### config.mk
export PLATFORM = sky130hd
export DESIGN_NAME = rr_mux_array
export DESIGN_NICKNAME = d
export VERILOG_FILES = /design/src/rtl/rr_mux_array_pkg.sv /design/src/rtl/rr_arbiter.sv /design/src/rtl/rr_mux_array.sv
export SDC_FILE = /design/constraint.sdc
export NUM_CORES = 1
export LEC_CHECK = 0
export ABC_CLOCK_PERIOD_IN_PS = 4250
export CORE_MARGIN = 2
export CORE_UTILIZATION = 37
export DETAILED_ROUTE_END_ITERATION = 12
export MAX_ROUTING_LAYER = met4
export PLACE_DENSITY_LB_ADDON = 0.15
export SLEW_MARGIN = 20
export SYNTH_ARGS = -nofsm -noshare
export SYNTH_HDL_FRONTEND = slang
export SYNTH_SLANG_ARGS = --single-unit
### constraint.sdc
create_clock -name clk -period 4.25 [get_ports clk]
set_input_delay 0.85 -clock clk [delete_from_list [all_inputs] [get_ports clk]]
set_output_delay 0.85 -clock clk [all_outputs]
set_load 0.05 [all_outputs]
### src/rtl/rr_mux_array_pkg.sv
// Shared constants for the round-robin mux array: default word width and index-width helper.
package rr_mux_array_pkg;

  localparam int unsigned DefaultWidth = 16;

  // Index width for n channels; never below 1 so a single channel still has a port bit.
  function automatic int unsigned idx_width(input int unsigned n);
    return (n <= 1) ? 1 : $clog2(n);
  endfunction

endpackage

### src/rtl/rr_arbiter.sv
// Combinational round-robin arbiter: scans from ptr upward with wrap, first valid channel wins.
module rr_arbiter
  import rr_mux_array_pkg::*;
#(
  parameter int unsigned CHANNELS = 4,
  localparam int unsigned IDXW = idx_width(CHANNELS)
) (
  input  logic [CHANNELS-1:0] in_valid,
  input  logic [IDXW-1:0]     ptr,
  input  logic                en,
  output logic [CHANNELS-1:0] grant,
  output logic [IDXW-1:0]     grant_idx,
  output logic                any
);

  logic [2*CHANNELS-1:0] dbl;
  logic [2*CHANNELS-1:0] rot;
  logic                  found;
  int unsigned           win;

  // Doubled request vector shifted by ptr turns the wrap-around scan into a plain LSB-first scan.
  always_comb begin
    dbl   = {in_valid, in_valid};
    rot   = dbl >> ptr;
    found = 1'b0;
    win   = 0;
    for (int unsigned i = 0; i < CHANNELS; i++) begin
      if (!found && rot[i]) begin
        found = 1'b1;
        win   = 32'(ptr) + i;
        if (win >= CHANNELS) begin
          win = win - CHANNELS;
        end
      end
    end
  end

  // Decode the winning index into the one-hot grant, gated by the enable.
  always_comb begin
    grant     = '0;
    grant_idx = IDXW'(win);
    any       = found && en;
    for (int unsigned j = 0; j < CHANNELS; j++) begin
      grant[j] = any && (j == win);
    end
  end

endmodule

### src/rtl/rr_mux_array.sv
// N-channel registered mux with round-robin arbitration and valid/ready on every port.
module rr_mux_array
  import rr_mux_array_pkg::*;
#(
  parameter int unsigned WIDTH    = DefaultWidth,
  parameter int unsigned CHANNELS = 4,
  localparam int unsigned IDXW    = idx_width(CHANNELS)
) (
  input  logic                      clk,
  input  logic                      rst_n,
  input  logic [CHANNELS-1:0]       in_valid,
  input  logic [CHANNELS*WIDTH-1:0] in_data,
  output logic [CHANNELS-1:0]       in_ready,
  output logic                      out_valid,
  output logic [WIDTH-1:0]          out_data,
  output logic [IDXW-1:0]           out_chan,
  input  logic                      out_ready
);

  logic             out_valid_q;
  logic [WIDTH-1:0] out_data_q;
  logic [IDXW-1:0]  out_chan_q;
  logic [IDXW-1:0]  ptr_q;
  logic [IDXW-1:0]  ptr_d;

  logic                load;
  logic                arb_en;
  logic [CHANNELS-1:0] grant;
  logic [IDXW-1:0]     grant_idx;
  logic                transfer;
  logic [WIDTH-1:0]    sel_data;

  // Register may take a new word when empty or being drained this cycle; never during reset.
  assign load   = !out_valid_q || out_ready;
  assign arb_en = load && rst_n;

  rr_arbiter #(
    .CHANNELS (CHANNELS)
  ) u_arbiter (
    .in_valid  (in_valid),
    .ptr       (ptr_q),
    .en        (arb_en),
    .grant     (grant),
    .grant_idx (grant_idx),
    .any       (transfer)
  );

  assign in_ready = grant;

  // AND-OR data select over the one-hot grant.
  always_comb begin
    sel_data = '0;
    for (int unsigned i = 0; i < CHANNELS; i++) begin
      sel_data = sel_data | (in_data[i*WIDTH +: WIDTH] & {WIDTH{grant[i]}});
    end
  end

  // Next pointer is one past the winner, wrapping after the last channel.
  always_comb begin
    ptr_d = ptr_q;
    if (transfer) begin
      if (grant_idx == IDXW'(CHANNELS - 1)) begin
        ptr_d = '0;
      end else begin
        ptr_d = grant_idx + IDXW'(1);
      end
    end
  end

  // Output register and pointer: load on transfer, drain on idle load, hold on stall.
  always_ff @(posedge clk or negedge rst_n) begin
    if (!rst_n) begin
      out_valid_q <= 1'b0;
      out_data_q  <= '0;
      out_chan_q  <= '0;
      ptr_q       <= '0;
    end else if (transfer) begin
      out_valid_q <= 1'b1;
      out_data_q  <= sel_data;
      out_chan_q  <= grant_idx;
      ptr_q       <= ptr_d;
    end else if (load) begin
      out_valid_q <= 1'b0;
    end
  end

  assign out_valid = out_valid_q;
  assign out_data  = out_data_q;
  assign out_chan  = out_chan_q;

endmodule

==> impl_metrics.json, run 1 <==
{
  "ys.warnings.count": 0,
  "pre_cts_ws_ns": 0.192,
  "tightest_slew_ns": 0.544,
  "drv_slew": 0,
  "root_buffer": "clkbuf_8",
  "clock-sinks": 21,
  "antenna_found_initial": 0,
  "cts_tree": "yes",
  "startpoint_type": "input pin",
  "numPortBuffers": 93,
  "synthTopCellsByArea": "dfrtp_1, a22oi_1, a22o_1",
  "ir_drop_v": 0.000502,
  "synth-edff-count": 0,
  "hpwl_um": 3680,
  "grt_util_all_layers": 0.221,
  "holdPathStages": 2,
  "wl_per_cell_um": 16.1,
  "ys_seq_elements": 21,
  "setup_viol": 0,
  "drt_pre_antenna_iters": 4,
  "finalWorstSetupSlack_ns": 0.184,
  "diodes": 0,
  "syn_area_per_cell_sq_um": 9.63,
  "rows": 23,
  "vias": 1600,
  "arrival_ns": 3.22,
  "holdCritPathClass": "reg2reg",
  "status": "finished, final reports clean",
  "core_sq_um": 3970,
  "postCtsSetupBuffers": 0,
  "drive_gt1_frac": 0.104,
  "fmax_ghz": 0.246,
  "yosysTopAreaCell": "dfrtp_1",
  "yosysSeqAreaShare": 0.348,
  "hold_violations": 0,
  "rsz0062_at_grt": "false",
  "die_height_um": 67.9,
  "insertion_delay_ns": 0.26,
  "design.portCount": 94,
  "cts_resized": 0,
  "netlist_instances": 157,
  "cts-buffers-inserted": 3,
  "cts_buffer_depth": 2,
  "routabilityCongestion": 0.813,
  "tns_ns": 0,
  "synth_ff_type": "dfrtp_1",
  "via_per_inst": 5.35,
  "synth_common_cells": "a22oi_1, dfrtp_1, nand2_1",
  "initial_utilization": 0.381,
  "area_growth_pct": 71.2,
  "holdWs_ns": 0.505,
  "grt_pass1_vias": 1505,
  "nets": 330,
  "finClkSkew_ns": 0.00503,
  "grt_overflow_total": 0,
  "grt_max_degree": 22,
  "p_leak_nw": 1.11,
  "antenna_left": 0,
  "power-per-cell-area_nw_per_um2": 652,
  "htreeDepth": 1,
  "drtIter0Drc": 102,
  "synth_top_area_frac": 0.348,
  "cap_violations": 0,
  "slew_headroom": 0.632,
  "reg2regPathDepth": 9,
  "drc_errors": 0,
  "hold_buffers": 0,
  "setup.worst_path.end_class": "primary output",
  "fin_crit_ns": 4.07,
  "syn_nets": 237,
  "netlist_area_sq_um": 1510,
  "async_flop_share": 1.00,
  "wl_um": 4820,
  "required_ns": 3.40,
  "path_class": "in2out",
  "critPathMaxFanout": 5,
  "ys_types": 33,
  "clk_pin_slew_ns": 0.07,
  "timing.final.crit_share": 0.957,
  "die_w_um": 67.9,
  "die-area_sq_um": 4610,
  "grt_pass1_wl_um": 7460,
  "n_fill_cell": 354,
  "synth_most_common_cell": "a22oi_1"
}
critical path: stages:
cell and delay (ns):
clkdlybuf4s50_1 0.54, or3b_1 0.35, a2111o_1 0.44, nand2_1 0.09, mux2_2 0.37, inv_1 0.09
ha_1 0.16, and2_1 0.18, buf_12 0.15
final timing paths:
kind / from / to / slack (ns)
max reg2reg: ptr_q[0] / out_data[13] / 1.44
max in group asynchronous: rst_n / out_data[1] / 3.00
min in group asynchronous: rst_n / out_data[8] / 1.02
min reg2reg: out_valid / out_valid / 0.50
max: in_valid[1] / in_ready[1] / 0.18
min: out_valid / out_valid / 0.50
power by group:
group | internal (mW) | total (mW) | switching (mW)
clock network | 0.0652 | 0.131 | 0.0654
logic | 0.498 | 1.20 | 0.698
registers | 0.286 | 0.361 | 0.0748
total | 0.849 | 1.69 | 0.838
registers in the layout, summed over array words and instances (netlist names):
name and flops:
ptr_q 2, out_valid 1, out_chan 2, out_data 16
cell families (layout without fill, tap and decap cells):
family,Yosys count,in the layout,synth area share
AOI/OAI and AO/OA,59,59,0.306
muxes,6,6,0.0513
adders and majority gates,9,9,0.0745
and+or+nand+nor,41,41,0.147
buffers and inverters,21,113,0.0728
DFF,21,21,0.348
stage by stage:
step           instance area [sq um]  total power [mW]   util  cells
6_report                        2590              1.69  0.652    299
3_5_place_dp                    2540              1.57  0.640    295
3_3_place_gp                    2540              1.56  0.640    295
2_1_floorplan                   1510              1.14      -    157
5_1_grt                         2590              1.81  0.652    299
4_1_cts                         2590              1.70  0.652    299
placed cells by master (no fill, tap or decap), types with 2 or more instances in the layout:
master           count
nand2_1             21
mux2_2               4
buf_4               10
ha_1                 9
and2_1               4
clkbuf_8             3
nor3_1               2
inv_1                6
buf_12               4
nand2b_1             5
o21ai_0              2
a22oi_1             33
clkdlybuf4s50_1     89
a22o_1              16
dfrtp_1             21
area by class of cell:
type | instances | area, sq um | share of cell area
timing repair buffer | 103 | 1050 | 0.404
multi-input combinational | 115 | 885 | 0.342
sequential | 21 | 526 | 0.203
tap | 50 | 62.6 | 0.0242
clock buffer | 3 | 41.3 | 0.0160
inverter | 6 | 22.5 | 0.00870
clock inverter | 1 | 5.00 | 0.00193
routing by layer:
layer | up-vias | track usage | part of all wire
met1 | 758 | 0.308 | 0.45
met4 | 0 | 0.0625 | 0.0050
met3 | 2 | 0.0411 | 0.072
li1 | 773 | - | -
met2 | 67 | 0.327 | 0.47
met5 | - | - | 0
Note: power is estimated with default switching activity, not from simulation.
==> inputs of run 2 (changes only) <==
Settings changed: CTS_CLUSTER_SIZE set to 14.
==> results of run 2 <==
Same layout as run 1: the final DEF is identical, and so are final timing and power.
